==> src/rtl/bus_rr_mux.sv <==
// bus_rr_mux: NCH-input, WIDTH-bit valid/ready bus multiplexer with a
// single registered output slot. It selects either a fixed channel (sel)
// or the next requester in round-robin order.
module bus_rr_mux #(
    parameter int unsigned WIDTH = 4,
    parameter int unsigned NCH   = 4,
    parameter int unsigned SELW  = 2
) (
    input  logic                   clk,
    input  logic                   rst,
    input  logic [NCH*WIDTH-1:0]   in_data,
    input  logic [NCH-1:0]         in_valid,
    output logic [NCH-1:0]         in_ready,
    input  logic                   mode,
    input  logic [SELW-1:0]        sel,
    output logic [WIDTH-1:0]       out_data,
    output logic                   out_valid,
    input  logic                   out_ready,
    output logic [SELW-1:0]        out_ch
);

    // One extra bit so ptr + offset never overflows before the wrap.
    localparam int unsigned IW = SELW + 1;

    logic [WIDTH-1:0] out_data_q,  out_data_d;
    logic             out_valid_q, out_valid_d;
    logic [SELW-1:0]  out_ch_q,    out_ch_d;
    logic [SELW-1:0]  ptr_q,       ptr_d;

    logic [NCH-1:0]   grant;
    logic             found;
    logic [IW-1:0]    rr_idx;
    logic             load_en;
    logic             xfer;
    logic [SELW-1:0]  xfer_ch;
    logic [WIDTH-1:0] xfer_data;
    logic [IW-1:0]    ptr_next;

    // Grant: fixed channel in mode 0, first requester from ptr onward in mode 1.
    always_comb begin
        grant  = '0;
        found  = 1'b0;
        rr_idx = '0;
        if (!mode) begin
            for (int unsigned i = 0; i < NCH; i++) begin
                if (sel == SELW'(i)) begin
                    grant[i] = in_valid[i];
                end
            end
        end else begin
            for (int unsigned j = 0; j < NCH; j++) begin
                rr_idx = {1'b0, ptr_q} + IW'(j);
                if (rr_idx >= IW'(NCH)) begin
                    rr_idx = rr_idx - IW'(NCH);
                end
                for (int unsigned i = 0; i < NCH; i++) begin
                    if (!found && (rr_idx == IW'(i)) && in_valid[i]) begin
                        grant[i] = 1'b1;
                        found    = 1'b1;
                    end
                end
            end
        end
    end

    // The slot can take a word when empty or when its content drains this cycle.
    assign load_en  = ~out_valid_q | out_ready;
    assign in_ready = grant & {NCH{load_en & ~rst}};
    assign xfer     = |in_ready;

    // Index and data of the (at most one) transferring channel.
    always_comb begin
        xfer_ch   = '0;
        xfer_data = '0;
        for (int unsigned i = 0; i < NCH; i++) begin
            if (in_ready[i]) begin
                xfer_ch   = SELW'(i);
                xfer_data = in_data[i*WIDTH +: WIDTH];
            end
        end
    end

    // Next state of the output slot and round-robin pointer.
    always_comb begin
        out_data_d  = out_data_q;
        out_valid_d = out_valid_q;
        out_ch_d    = out_ch_q;
        ptr_d       = ptr_q;
        ptr_next    = {1'b0, xfer_ch} + IW'(1);
        if (ptr_next >= IW'(NCH)) begin
            ptr_next = '0;
        end
        if (xfer) begin
            out_data_d  = xfer_data;
            out_ch_d    = xfer_ch;
            out_valid_d = 1'b1;
            if (mode) begin
                ptr_d = ptr_next[SELW-1:0];
            end
        end else if (out_valid_q && out_ready) begin
            out_valid_d = 1'b0;
        end
    end

    // State registers with synchronous reset.
    always_ff @(posedge clk) begin
        if (rst) begin
            out_data_q  <= '0;
            out_valid_q <= 1'b0;
            out_ch_q    <= '0;
            ptr_q       <= '0;
        end else begin
            out_data_q  <= out_data_d;
            out_valid_q <= out_valid_d;
            out_ch_q    <= out_ch_d;
            ptr_q       <= ptr_d;
        end
    end

    assign out_data  = out_data_q;
    assign out_valid = out_valid_q;
    assign out_ch    = out_ch_q;

endmodule

==> config.mk <==
export PLATFORM = sky130hd
export DESIGN_NAME = bus_rr_mux
export DESIGN_NICKNAME = d
export VERILOG_FILES = /design/src/rtl/bus_rr_mux.sv
export SDC_FILE = /design/constraint.sdc
export NUM_CORES = 1
export LEC_CHECK = 0
export ABC_AREA = 1
export CORE_AREA = 2 2 42 59
export DETAILED_ROUTE_END_ITERATION = 10
export DIE_AREA = 0 0 44 61
export PLACE_DENSITY_LB_ADDON = 0.3
export SLEW_MARGIN = 30
export SYNTH_ARGS = -nofsm -noshare
export SYNTH_HDL_FRONTEND = slang
export SYNTH_SLANG_ARGS = --single-unit
==> constraint.sdc <==
create_clock -name clk -period 3.3 [get_ports clk]
set_input_delay 0.66 -clock clk [delete_from_list [all_inputs] [get_ports clk]]
set_output_delay 0.66 -clock clk [all_outputs]
set_load 0.05 [all_outputs]
Word-level counts from Yosys, hierarchy flattened. Cells that the tools add are included.

Flip-flop bits (word level): 9. Bits in latches: 0. Bits in writable memories: 0. Memory bits (read-only): 0. Input bits: 26. Memories: 0.

Add/subtract/negate cells: 8. $mul: 0. Div/mod/pow operators: 0. $lt $le $gt $ge: 5. Eq/ne operators: 15. Shift operators: 0. Muxes and demuxes: 68. Bitwise gates (word level): 5. Reduce and logical (&&, ||, !) cells: 55.

Operators with widths (number): 1-bit 2-to-1 mux (52); 1-bit logical AND (32); 3-bit by 2-bit equality test with 1-bit output (second input constant) (8); 3-bit 2-to-1 mux (8); 4-bit 2-to-1 mux (5); 1-bit logical NOT (15); 3-bit by 1-bit equality test with 1-bit output (second input constant) (4); 3-bit >= comparator (second input constant) (4); 3-bit logical NOT (4); 3-bit subtractor (second input constant) (3); 2-bit by 1-bit adder with 3-bit output (second input constant) (2); 2-bit by 2-bit adder with 3-bit output (second input constant) (2); 2-bit 2-to-1 mux (3); 4-bit bitwise AND (1); 2-bit equality test (second input constant) (2); 4-bit OR reduction (1); 2-bit by 3-bit >= comparator with 1-bit output (second input constant) (1); 2-bit by 3-bit subtractor with 3-bit output (second input constant) (1); 2-bit by 1-bit equality test with 1-bit output (second input constant) (1); 2-bit logical NOT (1); 1-bit inverter (2); 2-bit AND reduction (1); 2-bit nonzero test (1); 1-bit bitwise AND (1); 1-bit OR (1).

Longest topological paths before layout. Gate-level depths: netlist of run 1.

Depth after elaboration: 89. Depth in mapped cells: 17.

Least setup slack after synthesis of run 1. Ideal clock, no wire load.

Kind: input -> output. From: input port in_valid[1]. To: output port in_ready[1]. Arrival: 2117 ps. Data required time: 2640 ps. Setup slack: 523 ps. Cell stages on the path: 12. Cell sequence: buf_2 -> nand3_1 -> nand2_2 -> nor2_4 -> nand4_2 -> nor2_4 -> nand4_4 -> nor2_4 -> nand3_1 -> nand2_2 -> nand2_4 -> inv_1.

Cells in the longest elaborated chain, start to end: 64. Elaborated cells on any way between the ends: 68.

RTL lines: start, declared (RTL line 12) `input logic [NCH-1:0] in_valid,`; 1-bit logical AND (RTL line 57) `if (!found && (rr_idx == IW'(i)) && in_valid[i]) begin`; 1-bit 2-to-1 mux (RTL line 57); 1-bit 2-to-1 mux (RTL line 44) `if (!mode) begin`; 1-bit logical NOT (RTL line 57); 1-bit logical AND (2 in series) (RTL line 57); 1-bit 2-to-1 mux (RTL line 57); 1-bit 2-to-1 mux (RTL line 44); 1-bit logical NOT (RTL line 57); [... 45 more ...]; 1-bit logical AND (2 in series) (RTL line 57); 1-bit 2-to-1 mux (RTL line 57); 1-bit 2-to-1 mux (RTL line 44); 1-bit logical NOT (RTL line 57); 1-bit logical AND (2 in series) (RTL line 57); 1-bit 2-to-1 mux (RTL line 57); 4-bit 2-to-1 mux * (RTL line 44); 4-bit bitwise AND * (RTL line 68) `assign in_ready = grant & {NCH{load_en & ~rst}};`; end, declared (RTL line 13) `output logic [NCH-1:0] in_ready,`.

Mark *: on every way between the ends. The rest lies on a longest branch, timed or not. The select of a mux whose other input is x is not followed.

Final worst setup path of run 1.
From: input port in_valid[0]. To: output port in_ready[3].

Cells in the longest elaborated chain, start to end: 79. Elaborated cells on any way between the ends: 82.

RTL lines (RTL line): 1-bit logical AND (57); 1-bit 2-to-1 mux (57); 1-bit 2-to-1 mux (44); 1-bit logical NOT (57); 1-bit logical AND (2 in series) (57); 1-bit 2-to-1 mux (57); 1-bit 2-to-1 mux (44); 1-bit logical NOT (57); [... 60 more ...]; 1-bit logical AND (2 in series) (57); 1-bit 2-to-1 mux (57); 1-bit 2-to-1 mux (44); 1-bit logical NOT (57); 1-bit logical AND (2 in series) (57); 1-bit 2-to-1 mux * (57); 4-bit 2-to-1 mux * (44); 4-bit bitwise AND * (68).

Marks and branches as above.

==> reports/metrics.csv, run 1 <==
metric,value,unit
status,"complete, no violations",
max_freq,319.0,MHz
regToRegSetupSlack,0.80,ns
drtIter0Drc,37,
yosys_register_bits,9,
area_delta_synth_final,53.24,%
finalClockSkew,0.002607,ns
ant_nets,0,
stdcell_area,1451,sq um
p_leak,0.7310,nW
clock-sinks,9,
synth_warnings,0,
synth_fp_nets,187,
power.total,539.2,uW
fin_crit,3.135,ns
grt_max_degree,8,
vdd_drop_max,284.0,uV
crit_type,input port to primary output,
nets,234,
cts_tree,done,
cts_max_path_buffers,2,
fp.dieW,44,um
cts-root-buf,clkbuf_4,
rsz0062_at_grt,false,
cap_viol_max_count,0,
final_common_cell,nor2_1,
h-tree-depth,1,
final_cell_mix,"34 x nor2_1, 32 x clkdlybuf4s50_1, 29 x inv_1",
cts_buffers,3,
crit_arrival,2.48,ns
start_util,44.01,%
p_per_area,371.5,nW/um^2
synth.cell_area,947.2,sq um
clkTransAtPathRegs,0.06,ns
fp-row-count,20,
utilization,67.44,%
die_area,2684,sq um
tns,0,ns
syn-instance-count,160,
overflow,0,
ys_types,23,
grt_use_total,25.32,%
drt_wl_total,2.999,mm
cp-start-kind,input port,
holdWs,0.5051,ns
path_max_fanout,5,
final_layout_size_suffix_gt1_share,17.96,%
die_height,61,um
syn_area_per_cell,5.920,sq um
place_congestion,0.9310,
cts_setup_buffers,0,
routedWlPerCell,13.15,um
port_buffers,36,
vias,1196,
holdCritPathClass,flop to flop,
synth_seq_area_share,19.02,%
grt_pass1_vias,1224,
worstPathRequired,2.64,ns
antenna_found_initial,0,
grt_pass1_wl,5.133,mm
cts_hold_buffers,0,
placed_area,1425,sq um
dp_hpwl,2.551,mm
insertion_delay,0.27,ns
min_delay_path_depth,2,
crit_path_end_kind,primary output,
core-area,2152,sq um
drc,0,
r2r_cells,18,
io_pins,37,
cts-resized-gates,0,
timing_hold_violations_final,0,
fin_crit_sh,95.00,%
slew_headroom,66.24,%
setup_viol,0,
slew_viol_final,0,
diodes,0,
worst-slew-pin-transition,0.5049,ns
dr.pass1.iters,4,
vias_per_cell,5.246,
## logic make-up (layout without fill, tap and decap cells)
kind of cell / Yosys count / after routing / synth area share (%)
AOI/OAI and AO/OA: 16 / 16 / 9.512
buffers and inverters: 34 / 80 / 13.87
DFF: 9 / 9 / 19.02
and+or+nand+nor: 100 / 100 / 56.28
adders and majority gates: 1 / 1 / 1.321
## synth_stat cells (all sizes together)
master	number	share of area [%]
nor2	38	18
nand2	35	19
inv	31	12
nand3	17	10
nand4	10	8.9
a21oi	9	4.8
dfxtp	9	19
o21ai	4	2.1
buf	2	1.1
a31oi	1	0.66
clkinv	1	0.53
ha	1	1.3
o211ai	1	0.79
o21bai	1	1.2
## worst max-delay path: stages
cell and delay [ns]:
clkdlybuf4s50_1 0.50, nand2_2 0.13, nand2_2 0.06, nor2_4 0.12
nand4_2 0.13, nor2_4 0.16, nand4_4 0.11, nor2_4 0.13
nand4_1 0.08, nand2_1 0.11, nand2_4 0.06, clkinv_2 0.09
buf_12 0.14
## through the flow
stage               worst slack (ns)  instances
CTS                           0.1628        228
detailed placement            0.1726        224
global route                 0.02810        228
global placement              0.2016        224
floorplan                     0.5227        160
finish                        0.1650        228
## sequential cells by signal, indices dropped and copies added (netlist names)
name       cells
out_ch         2
out_data       4
out_valid      1
ptr_q          2
## where the power goes
part / leakage (nW) / switching [mW] / internal [mW]
sequential: 0.0745 / 0.0118 / 0.124
clock: 0.0150 / 0.0422 / 0.0468
combinational: 0.641 / 0.190 / 0.124
## metal layers
| metal | wire [um] | part of all wire, % | global-route usage [%] | vias up |
|---|---|---|---|---|
| li1 | - | - | - | 596 |
| met1 | 1221 | 41 | 28.49 | 548 |
| met2 | 1554 | 52 | 46.85 | 41 |
| met3 | 125 | 4.2 | 2.381 | 11 |
| met4 | 96 | 3.2 | 12.12 | 0 |
| met5 | 0 | 0 | 0 | - |
## area by class of cell
type | instances | area (sq um)
clock buffer | 4 | 26.28
fill | 195 | 700.7
tap | 22 | 27.53
multi-input combinational | 117 | 635.6
sequential | 9 | 180.2
inverter | 32 | 121.4
timing repair buffer | 44 | 460.4
## path summary, 6_finish.rpt
kind	to	start
hold reg to reg	out_data[0]	out_data[0]
hold / removal	out_data[0]	out_data[0]
setup / recovery	in_ready[3]	in_valid[0]
setup reg to reg	ptr_q[1]	ptr_q[1]
Note: power is estimated with default switching activity, not from simulation.
==> run 2, diff against run 1 <==
CORE_AREA = 2 2 45 64   (was 2 2 42 59)
DIE_AREA = 0 0 47 66   (was 0 0 44 61)
clock period = 2.7 ns   (was 3.3 ns; I/O delays follow)
==> run 2 against run 1 <==
Net effect: die area is 16% higher; combinational power rose by 32%; sequential cell count stayed put.
==> reports/metrics.csv, run 2 (same netlist as run 1, synthesis figures left out) <==
metric,value,unit,change
status,"complete, no violations",,
final_layout_size_suffix_gt1_share,27.44,%,+9.5 points
vias_per_cell,4.876,,-7.0%
core-area,2532,sq um,+18%
grt_max_degree,8,,unchanged
reg2reg_to,ptr_q[1],,
max_freq,386.0,MHz,
nFillCells,238,,+22%
area_delta_synth_final,66.18,%,
ant_nets,0,,unchanged
insertion_delay,0.25,ns,-0.02 ns
nets,243,,+3.8%
cts_hold_buffers,0,,unchanged
p_sw_share,44.25,%,-1.0 points
dp_hpwl,2.490,mm,-2.4%
cpMaxStageDelayCell,dlygate4sd2_1,,
final_cell_mix,"31 x nor2_1, 28 x clkdlybuf4s50_1, 27 x inv_1",,
worstPathRequired,2.16,ns,-0.48 ns
fin_crit,2.591,ns,
drtIter0Drc,26,,-30%
fp.dieW,47,um,+6.8%
overflow,0,,unchanged
finalClockSkew,0.002945,ns,+0.0003378 ns
setup_viol,0,,unchanged
p_leak,0.7785,nW,+6.5%
critPathBufInv,4,,+1
slew_headroom,66.20,%,about the same
timing_hold_violations_final,0,,unchanged
regToRegSetupSlack,0.41,ns,-0.39 ns
critPathMaxStageDelay,0.26,ns,-0.24 ns
timing.rr.start,ptr_q[0],,
io_pins,37,,unchanged
fp-row-count,22,,+10%
start_util,37.40,%,-6.6 points
die_height,66,um,+8.2%
worst-slew-pin-transition,0.5054,ns,+0.0005242 ns
vdd_drop_max,325.1,uV,+14%
crit_arrival,2.05,ns,-0.43 ns
cts_buffers,3,,unchanged
pwr-share-comb,60.4,%,+2.2 points
crit_path_end_kind,primary output,,
path_cells,dlygate4sd2_1 -> buf_4 -> nand2_1 -> nand4_4 -> nor2_4 -> nand4_4 -> nor2_4 -> nand4_1 -> nand2_2 -> nand2_4 -> clkinv_2 -> buf_12,,
routedWlPerCell,11.91,um,-9.4%
p_int,381.7,uW,+29%
hp-start,out_data[0],,
cts_tree,done,,
p_per_area,435.0,nW/um^2,+17%
diodes,0,,unchanged
dr.pass1.iters,4,,unchanged
grt_use_total,21.45,%,-3.9 points
path_max_fanout,4,,-1
final_common_cell,nor2_1,,
clock-sinks,9,,unchanged
port_buffers,36,,unchanged
crit_type,input port to primary output,,
cts_max_path_buffers,2,,unchanged
holdCritPathClass,flop to flop,,
clkTransAtPathRegs,0.06,ns,about the same
grt_pass1_wl,5.016,mm,-2.3%
grt_pass1_vias,1228,,+0.33%
utilization,62.15,%,-5.3 points
cap_viol_max_count,0,,unchanged
cp_top_family,simple AND/OR/NAND/NOR gates,,
rsz0062_at_grt,false,,
cp-start-kind,input port,,
largest_register_ffs,4,,unchanged
regArea,187.7,sq um,+4.2%
hold_path_end,out_data[0],,
vias,1224,,+2.3%
place_congestion,0.9648,,+3.6%
seq_power_share,24.8,%,-0.5 points
antenna_found_initial,0,,unchanged
die_area,3102,sq um,+16%
h-tree-depth,1,,unchanged
clockPowerShare,14.8,%,-1.7 points
fin_crit_sh,95.95,%,
power_switching,303.0,uW,+24%
min_delay_path_depth,2,,unchanged
multi_input_comb_area,671.9,sq um,+5.7%
power.total,684.7,uW,+27%
drc,0,,unchanged
r2r_cells,18,,unchanged
cts-root-buf,clkbuf_4,,
drt_wl_total,2.990,mm,-0.30%
slew_viol_final,0,,unchanged
run 2: worst max-delay path by stage:
| stage | from | endpoint | slack, ns | cells after the start |
|---|---|---|---|---|
| final | in_valid[2] | in_ready[3] | 0.11 | 12 |
| after global placement | in_valid[0] | in_ready[0] | -0.11 | 13 |
| after global routing | in_valid[3] | in_ready[3] | 0.002 | 13 |
| after floorplan | in_valid[1] | in_ready[1] | 0.16 | 12 |
| after CTS | in_valid[0] | in_ready[3] | 0.01 | 13 |
| after detailed placement | in_valid[0] | ptr_q[1] | -0.17 | 18 |
run 2: worst min-delay path, stage by stage, from the launching register on:
cell and delay, ns:
dfxtp_1 0.33, o21ai_1 0.07, nor2_1 0.07
run 2: area by class of cell:
type	count	share of cell area [%]
well taps	36	2.862
clock buffers	4	1.669
multi-input cells	117	42.69
repair buffers	53	32.99
flip-flops and latches	9	11.92
inverters	32	7.870
run 2: power groups by stage:
stage / Sequential [mW] / Clock, mW / Combinational, mW
floorplan: 0.219 / 0 / 0.189
global placement: 0.169 / 0 / 0.392
detailed placement: 0.169 / 0 / 0.400
CTS: 0.169 / 0.105 / 0.413
global route: 0.172 / 0.109 / 0.446
finish: 0.170 / 0.101 / 0.413
run 2: timing repair:
action                                 CTS  global route
gates resized for setup                 14             8
pin swaps                                5             7
endpoints found under the hold margin    0             0
setup endpoints to repair                4             4
setup buffers                            1             0
run 2: routing by layer:
| metal | GRT usage (%) | share of wire [%] | vias up |
|---|---|---|---|
| met3 | 1.639 | 3.1 | 10 |
| li1 | - | - | 620 |
| met5 | 0 | 0 | - |
| met1 | 23.97 | 39 | 566 |
| met4 | 7.986 | 2.6 | 0 |
| met2 | 39.55 | 55 | 28 |
run 2: stage by stage:
step | hold slack, ns | cell area [sq um] | std cells | setup slack (ns) | TNS, ns
3_5_place_dp | 0.4835 | 1503 | 246 | -0.1720 | -1.094
2_1_floorplan | 0.5400 | 947.2 | 160 | 0.1627 | 0
6_report | 0.5050 | 1574 | 251 | 0.1095 | 0
5_1_grt | 0.5354 | 1574 | 251 | 0.001668 | 0
4_1_cts | 0.5059 | 1563 | 251 | 0.01093 | 0
3_3_place_gp | 0.4844 | 1503 | 246 | -0.1092 | -0.5015
